$ cat src/rtl/uart_regbank_if.sv
// Processor-side bus for uart_regbank.
//   addr       word address
//   we / re    single-cycle write / read requests
//   be         write byte enables, be[i] covers write_data[8i+7:8i]
//   write_data write data
//   read_data  registered read data, valid while rvalid is high
//   rvalid     read data valid
//   err        one-cycle pulse after an access to an unmapped address
interface uart_regbank_if #(
  parameter int unsigned ADDR_W = 22
);
  logic [ADDR_W-1:0] addr;
  logic              we;
  logic              re;
  logic [3:0]        be;
  logic [31:0]       write_data;
  logic [31:0]       read_data;
  logic              rvalid;
  logic              err;

  modport master (
    output addr, we, re, be, write_data,
    input  read_data, rvalid, err
  );

  modport slave (
    input  addr, we, re, be, write_data,
    output read_data, rvalid, err
  );
endinterface

$ cat src/rtl/uart_regbank.sv
// Register bank for a multi-channel UART subsystem.
// Per channel: CR (RW, two self-clearing reset bits), SR (RO), TDR (RW), RDR (RO).
// Global: IER (RW), IPR (read / write-1-to-clear, set on irq_src rising edge), ID (RO).
// Ports:
//   clk, rst_n  clock and asynchronous active-low reset
//   bus         processor bus (slave side of uart_regbank_if)
//   cr, tdr     channel config / transmit-data registers, channel k at [32k+31:32k]
//   sr, rdr     channel status / receive words
//   tx_write    one-cycle strobe after a TDR write, aligned with the new tdr value
//   rx_read     one-cycle strobe after an RDR read, aligned with rvalid
//   sr_read     one-cycle strobe after an SR read, aligned with rvalid
//   irq_src     per-channel interrupt source levels
//   irq         |(IER & IPR)
module uart_regbank #(
  parameter int unsigned NCH        = 4,
  parameter int unsigned ADDR_W     = 22,
  parameter logic [31:0] CR_INIT    = 32'h0000c000,
  parameter int unsigned RX_RST_BIT = 0,
  parameter int unsigned TX_RST_BIT = 1
) (
  input  logic               clk,
  input  logic               rst_n,
  uart_regbank_if.slave      bus,
  output logic [32*NCH-1:0]  cr,
  output logic [32*NCH-1:0]  tdr,
  input  logic [32*NCH-1:0]  sr,
  input  logic [32*NCH-1:0]  rdr,
  output logic [NCH-1:0]     tx_write,
  output logic [NCH-1:0]     rx_read,
  output logic [NCH-1:0]     sr_read,
  input  logic [NCH-1:0]     irq_src,
  output logic               irq
);

  localparam logic [ADDR_W-1:0] IerAddr     = ADDR_W'(4 * NCH);
  localparam logic [ADDR_W-1:0] IprAddr     = ADDR_W'(4 * NCH + 1);
  localparam logic [ADDR_W-1:0] IdAddr      = ADDR_W'(4 * NCH + 2);
  localparam logic [31:0]       IdValue     = 32'h55520000 | 32'(NCH);
  localparam logic [31:0]       SelfClrMask = (32'd1 << RX_RST_BIT) | (32'd1 << TX_RST_BIT);

  function automatic logic [31:0] merge_bytes(logic [31:0] old_val, logic [31:0] new_val,
                                              logic [3:0] en);
    logic [31:0] res;
    res = old_val;
    for (int b = 0; b < 4; b++) begin
      if (en[b]) res[8*b +: 8] = new_val[8*b +: 8];
    end
    return res;
  endfunction

  // State
  logic [NCH-1:0][31:0] cr_q, cr_d;
  logic [NCH-1:0][31:0] tdr_q, tdr_d;
  logic [NCH-1:0]       ier_q, ier_d;
  logic [NCH-1:0]       ipr_q, ipr_d;
  logic [NCH-1:0]       src_q;
  logic [31:0]          read_data_q, read_data_d;
  logic                 rvalid_q, err_q, err_d;
  logic [NCH-1:0]       tx_write_q, tx_write_d;
  logic [NCH-1:0]       rx_read_q, rx_read_d;
  logic [NCH-1:0]       sr_read_q, sr_read_d;

  // Address decode
  logic [NCH-1:0] ch_hit;
  logic [1:0]     reg_sel;
  logic           ier_hit, ipr_hit, id_hit, mapped;

  always_comb begin
    ch_hit = '0;
    for (int k = 0; k < NCH; k++) begin
      ch_hit[k] = (bus.addr[ADDR_W-1:2] == (ADDR_W-2)'(k));
    end
    reg_sel = bus.addr[1:0];
    ier_hit = (bus.addr == IerAddr);
    ipr_hit = (bus.addr == IprAddr);
    id_hit  = (bus.addr == IdAddr);
    mapped  = (|ch_hit) | ier_hit | ipr_hit | id_hit;
  end

  // Register next state
  logic [31:0] ier_merged;
  logic [31:0] ipr_clr;

  always_comb begin
    cr_d  = cr_q;
    tdr_d = tdr_q;
    ier_d = ier_q;
    for (int k = 0; k < NCH; k++) begin
      // Reset bits drop after one cycle; a write in the same cycle overrides the clear.
      cr_d[k] = cr_q[k] & ~SelfClrMask;
      if (bus.we && ch_hit[k] && (reg_sel == 2'd0)) begin
        cr_d[k] = merge_bytes(cr_d[k], bus.write_data, bus.be);
      end
      if (bus.we && ch_hit[k] && (reg_sel == 2'd2)) begin
        tdr_d[k] = merge_bytes(tdr_q[k], bus.write_data, bus.be);
      end
    end

    ier_merged = merge_bytes(32'(ier_q), bus.write_data, bus.be);
    if (bus.we && ier_hit) ier_d = ier_merged[NCH-1:0];

    // Write-1-to-clear honours be[0]/be[1]; a same-cycle rising edge wins over the clear.
    ipr_clr = '0;
    if (bus.we && ipr_hit) begin
      ipr_clr = bus.write_data & {16'h0000, {8{bus.be[1]}}, {8{bus.be[0]}}};
    end
    ipr_d = (ipr_q & ~ipr_clr[NCH-1:0]) | (irq_src & ~src_q);
  end

  // Read mux, error and strobes; all sampled from pre-write values
  always_comb begin
    read_data_d = read_data_q;
    if (bus.re) begin
      read_data_d = '0;
      for (int k = 0; k < NCH; k++) begin
        if (ch_hit[k]) begin
          unique case (reg_sel)
            2'd0:    read_data_d = cr_q[k];
            2'd1:    read_data_d = sr[32*k +: 32];
            2'd2:    read_data_d = tdr_q[k];
            default: read_data_d = rdr[32*k +: 32];
          endcase
        end
      end
      if (ier_hit) read_data_d = 32'(ier_q);
      if (ipr_hit) read_data_d = 32'(ipr_q);
      if (id_hit)  read_data_d = IdValue;
    end

    err_d = (bus.we | bus.re) & ~mapped;

    for (int k = 0; k < NCH; k++) begin
      tx_write_d[k] = bus.we & ch_hit[k] & (reg_sel == 2'd2);
      rx_read_d[k]  = bus.re & ch_hit[k] & (reg_sel == 2'd3);
      sr_read_d[k]  = bus.re & ch_hit[k] & (reg_sel == 2'd1);
    end
  end

  always_ff @(posedge clk or negedge rst_n) begin
    if (!rst_n) begin
      cr_q        <= {NCH{CR_INIT}};
      tdr_q       <= '0;
      ier_q       <= '0;
      ipr_q       <= '0;
      src_q       <= '0;
      read_data_q <= '0;
      rvalid_q    <= 1'b0;
      err_q       <= 1'b0;
      tx_write_q  <= '0;
      rx_read_q   <= '0;
      sr_read_q   <= '0;
    end else begin
      cr_q        <= cr_d;
      tdr_q       <= tdr_d;
      ier_q       <= ier_d;
      ipr_q       <= ipr_d;
      src_q       <= irq_src;
      read_data_q <= read_data_d;
      rvalid_q    <= bus.re;
      err_q       <= err_d;
      tx_write_q  <= tx_write_d;
      rx_read_q   <= rx_read_d;
      sr_read_q   <= sr_read_d;
    end
  end

  assign cr            = cr_q;
  assign tdr           = tdr_q;
  assign tx_write      = tx_write_q;
  assign rx_read       = rx_read_q;
  assign sr_read       = sr_read_q;
  assign irq           = |(ier_q & ipr_q);
  assign bus.read_data = read_data_q;
  assign bus.rvalid    = rvalid_q;
  assign bus.err       = err_q;

endmodule

$ cat src/flat_wrapper.sv
// flat-port wrapper written by rule: the top's interface ports become plain ports
module uart_regbank_flat 
#(
  parameter int unsigned NCH        = 4,
  parameter int unsigned ADDR_W     = 22,
  parameter logic [31:0] CR_INIT    = 32'h0000c000,
  parameter int unsigned RX_RST_BIT = 0,
  parameter int unsigned TX_RST_BIT = 1
)
  (clk, rst_n, cr, tdr, sr, rdr, tx_write, rx_read, sr_read, irq_src, irq, bus_addr, bus_we, bus_re, bus_be, bus_write_data, bus_read_data, bus_rvalid, bus_err);
  uart_regbank_if #(.ADDR_W(ADDR_W)) bus_i ();
  input  logic clk;
  input  logic rst_n;
  output logic [32*NCH-1:0] cr;
  output logic [32*NCH-1:0] tdr;
  input  logic [32*NCH-1:0] sr;
  input  logic [32*NCH-1:0] rdr;
  output logic [NCH-1:0] tx_write;
  output logic [NCH-1:0] rx_read;
  output logic [NCH-1:0] sr_read;
  input  logic [NCH-1:0] irq_src;
  output logic irq;
  input wire logic [$bits(bus_i.addr)-1:0] bus_addr;
  input wire logic [$bits(bus_i.we)-1:0] bus_we;
  input wire logic [$bits(bus_i.re)-1:0] bus_re;
  input wire logic [$bits(bus_i.be)-1:0] bus_be;
  input wire logic [$bits(bus_i.write_data)-1:0] bus_write_data;
  output wire logic [$bits(bus_i.read_data)-1:0] bus_read_data;
  output wire logic [$bits(bus_i.rvalid)-1:0] bus_rvalid;
  output wire logic [$bits(bus_i.err)-1:0] bus_err;
  assign bus_i.addr = bus_addr;
  assign bus_i.we = bus_we;
  assign bus_i.re = bus_re;
  assign bus_i.be = bus_be;
  assign bus_i.write_data = bus_write_data;
  assign bus_read_data = bus_i.read_data;
  assign bus_rvalid = bus_i.rvalid;
  assign bus_err = bus_i.err;
  uart_regbank #(.NCH(NCH), .ADDR_W(ADDR_W), .CR_INIT(CR_INIT), .RX_RST_BIT(RX_RST_BIT), .TX_RST_BIT(TX_RST_BIT)) u_core (.clk(clk), .rst_n(rst_n), .bus(bus_i), .cr(cr), .tdr(tdr), .sr(sr), .rdr(rdr), .tx_write(tx_write), .rx_read(rx_read), .sr_read(sr_read), .irq_src(irq_src), .irq(irq));
endmodule
$ cat config.mk
export PLATFORM = sky130hd
export DESIGN_NAME = uart_regbank_flat
export DESIGN_NICKNAME = d
export VERILOG_FILES = /design/src/rtl/uart_regbank_if.sv /design/src/rtl/uart_regbank.sv /design/src/flat_wrapper.sv
export SDC_FILE = /design/constraint.sdc
export NUM_CORES = 1
export LEC_CHECK = 0
export BUFFER_PORTS_ARGS = -buffer_cell sky130_fd_sc_hd__buf_2
export CAP_MARGIN = 20
export CORE_AREA = 2 2 246 248
export CTS_BUF_LIST = sky130_fd_sc_hd__clkbuf_2 sky130_fd_sc_hd__clkbuf_4 sky130_fd_sc_hd__clkbuf_8
export DETAILED_ROUTE_END_ITERATION = 7
export DIE_AREA = 0 0 248 250
export GPL_TIMING_DRIVEN = 0
export PLACE_DENSITY_LB_ADDON = 0.08
export SYNTH_ARGS = -nofsm -noshare
export SYNTH_HDL_FRONTEND = slang
export SYNTH_SLANG_ARGS = --single-unit
$ cat constraint.sdc
create_clock -name clk -period 1.55 [get_ports clk]
set_input_delay 0 -clock clk [delete_from_list [all_inputs] [get_ports clk]]
set_output_delay 0 -clock clk [all_outputs]
set_load 0.05 [all_outputs]
==> results.py <==
metrics = {
    "synthesis": {
        "yosysWarnings": 0,
        "async_reset_ff_frac": 1.000,
        "netlist_instances": 1010,
        "synth.cell_area_um2": 15610,
        "syn_nets": 1332,
        "avgSynthCellArea_um2": 15.45,
        "synth_edf_count": 0,
        "synth-seq-cells": 314,
        "seq_area_frac_synth": 0.5040,
        "synth_ff_type": "dfrtp_1",
        "synth_cell_types": 49,
    },
    "finish": {
        "area_delta_synth_final_pct": 64.70,
        "post_route_cells_drive_above_1_share": 0.6111,
        "fillers": 5578,
        "nets": 2373,
        "ff_latch_area_um2": 7891,
        "multi_input_area_um2": 8089,
        "layout_common_cells": "buf_2, dlygate4sd3_1, dfrtp_1",
        "final_common_cell": "buf_2",
    },
    "route": {
        "top_layer": "met4",
        "first_pass_iters": 5,
        "wl_met3_um": 4538,
        "dr_total_vias": 14410,
        "drt.antenna.violating_nets": 0,
        "wirelength_met1_um": 34010,
        "drt-total-wl_um": 80870,
        "wl_met2_um": 40110,
        "routedWlPerCell_um": 28.03,
        "drtIter0Drc": 947,
        "drc": 0,
        "viasPerCell": 4.994,
    },
    "cts": {
        "clock-sinks": 314,
        "htree_levels": 2,
        "cts_tree": "built",
        "cts_root_buf": "clkbuf_8",
        "cts_buffers": 58,
        "clkLatencyLatePin_ns": 0.65,
        "path_clk_slew_ns": 0.07,
        "clockBufferDepth": 3,
    },
    "die": {
        "start_util": 0.2620,
        "die_y_um": 250,
        "fp.coreArea_um2": 59570,
        "ios": 625,
        "die_area_um2": 62000,
        "num_rows": 90,
        "die_w_um": 248,
    },
    "timing": {
        "drv_slew": 0,
        "finalCriticalPeriod_ns": 1.901,
        "max_clock_freq_mhz": 526.0,
        "clock-skew-final_ns": 0.01846,
        "maxSlewHeadroom": 0.3516,
        "rsz0062_at_grt": "true",
        "finalHoldViolCount": 0,
        "setup_viol": 17,
        "worst_pin_slew_ns": 0.9726,
        "fin_crit_sh": 1.227,
        "setup_ws_ns": -0.3513,
    },
    "outcome": {
        "outcome": "complete, but fails checks",
        "violations": "setup timing",
    },
    "grt": {
        "antenna_found_initial": 4,
        "first_global_vias": 15360,
        "grt_pass1_wl_um": 112100,
        "track_usage": 0.2552,
        "grt_max_degree": 116,
        "grt-ovfl-total": 0,
    },
    "critical_path": {
        "r2r-end": "u_core.bus.read_data[30]",
        "required_ns": 2.07,
        "arrival_ns": 2.42,
        "path_class": "reg2reg",
        "reg2reg_setup_slack_ns": -0.35,
        "reg2reg_from": "u_core.tdr[126]",
        "crit_path_end_kind": "register",
        "critPathMaxFanout": 2,
        "reg2reg_depth": 4,
        "worstSetupStartpointType": "register",
    },
    "power_and_ir_drop": {
        "power_density_nw_per_um2": 757.6,
        "p_leak_uw": 0.01277,
        "total_power_uw": 19480,
        "ir_worst_vdd_v": 0.0005246,
    },
    "min_path": {
        "hold_depth": 4,
        "hp-class": "in2reg",
        "min_from": "sr[34]",
        "hold_end": "u_core.bus.read_data[2]",
    },
    "placement": {
        "portBuffers": 622,
        "gp_congestion": 0.8235,
        "dp_hpwl_um": 57830,
        "pre_cts_slack_ns": -1.642,
    },
    "job": {
        "max_cap_violations": 0,
    },
}
-- metrics by stage --
stage	setup TNS (ns)	hold WS [ns]	cells	instance area, um^2	util
floorplan	-40.71	-0.2956	1010	16100	-
CTS	-6.366	0.007546	2858	25240	0.4237
global placement	-2177.33	0.1269	2414	20190	0.3390
finish	-0.7043	0.06381	2885	25710	0.4315
global route	-0.9752	0.03419	2882	25700	0.4314
detailed placement	-306.86	-0.09611	2423	20370	0.3420
-- state kept, by name, indices dropped and copies added, names as in the netlist --
name,cells
u_core.cr,128
u_core.tdr,128
u_core.bus.read_data,32
u_core.ier_q,4
u_core.ipr_q,4
u_core.rx_read,4
u_core.sr_read,4
u_core.src_q,4
u_core.tx_write,4
u_core.bus.err,1
u_core.bus.rvalid,1
-- worst max-delay path, cell delays in order, from the launching register on --
cell	delay (ns)
dfrtp_2	0.43
mux4_2	0.50
or4_1	0.41
o211a_1	0.15
a221o_1	0.29
-- metal layers --
layer  track usage  vias to the layer above
met5             0                        -
met4       0.07853                        0
met3       0.04796                      129
met2        0.4298                      631
met1        0.3305                     7520
li1              -                     6127
-- cell type report --
class / count / area share
Multi-Input combinational cell: 620 / 0.3147
Sequential cell: 314 / 0.3070
Timing Repair Buffer: 981 / 0.2693
Clock buffer: 93 / 0.04492
Tap cell: 782 / 0.03806
Buffer: 70 / 0.01966
Clock inverter: 14 / 0.005013
Inverter: 6 / 0.0008761
Antenna cell: 5 / 0.0004867
-- worst max-delay path by stage --
stage	end	from	cells past startpoint	slack, ns
floorplan	u_core.bus.read_data[30]	u_core.tdr[126]	4	-0.34
global placement	u_core.tdr[33]	rst_n	1	-6.58
detailed placement	u_core.bus.read_data[19]	bus_addr[13]	9	-1.64
CTS	u_core.bus.read_data[30]	u_core.tdr[126]	4	-0.34
global route	u_core.bus.read_data[30]	u_core.tdr[126]	4	-0.35
finish	u_core.bus.read_data[30]	u_core.tdr[126]	4	-0.35
-- kinds of logic after synthesis --
logic type             synth area share
muxes                            0.3665
DFF                              0.5040
and+or+nand+nor                 0.04737
AOI/OAI and AO/OA               0.06204
buffers and inverters           0.02004
-- timing repair --
action                                  CTS  global route
pin swaps                                23            16
buffers inserted                         26            21
endpoints found under the setup margin  286           183
gates resized for setup                  75            60
hold buffers                            302             3
hold endpoints to repair                537             3
-- report_power, final --
| part | switching, uW | total, uW | internal, uW |
|---|---|---|---|
| logic | 1160 | 2430 | 1280 |
| clock network | 3770 | 8820 | 5050 |
| registers | 9.21 | 8230 | 8220 |
-- synth_stat cells, types with 9 or more instances --
| cell | n | area share |
|---|---|---|
| mux2_1 | 100 | 0.072 |
| mux4_2 | 128 | 0.18 |
| a221oi_1 | 28 | 0.016 |
| dfrtp_1 | 306 | 0.49 |
| nand2_1 | 33 | 0.0079 |
| nor2_1 | 22 | 0.0053 |
| o221ai_1 | 27 | 0.015 |
| o2bb2ai_1 | 21 | 0.012 |
| buf_2 | 16 | 0.0051 |
| buf_1 | 12 | 0.0029 |
| and3_1 | 12 | 0.0048 |
| mux2_2 | 152 | 0.11 |
| clkbuf_1 | 41 | 0.0099 |
| nor2_4 | 9 | 0.0065 |
No activity file was read; power rests on OpenSTA's default activity.
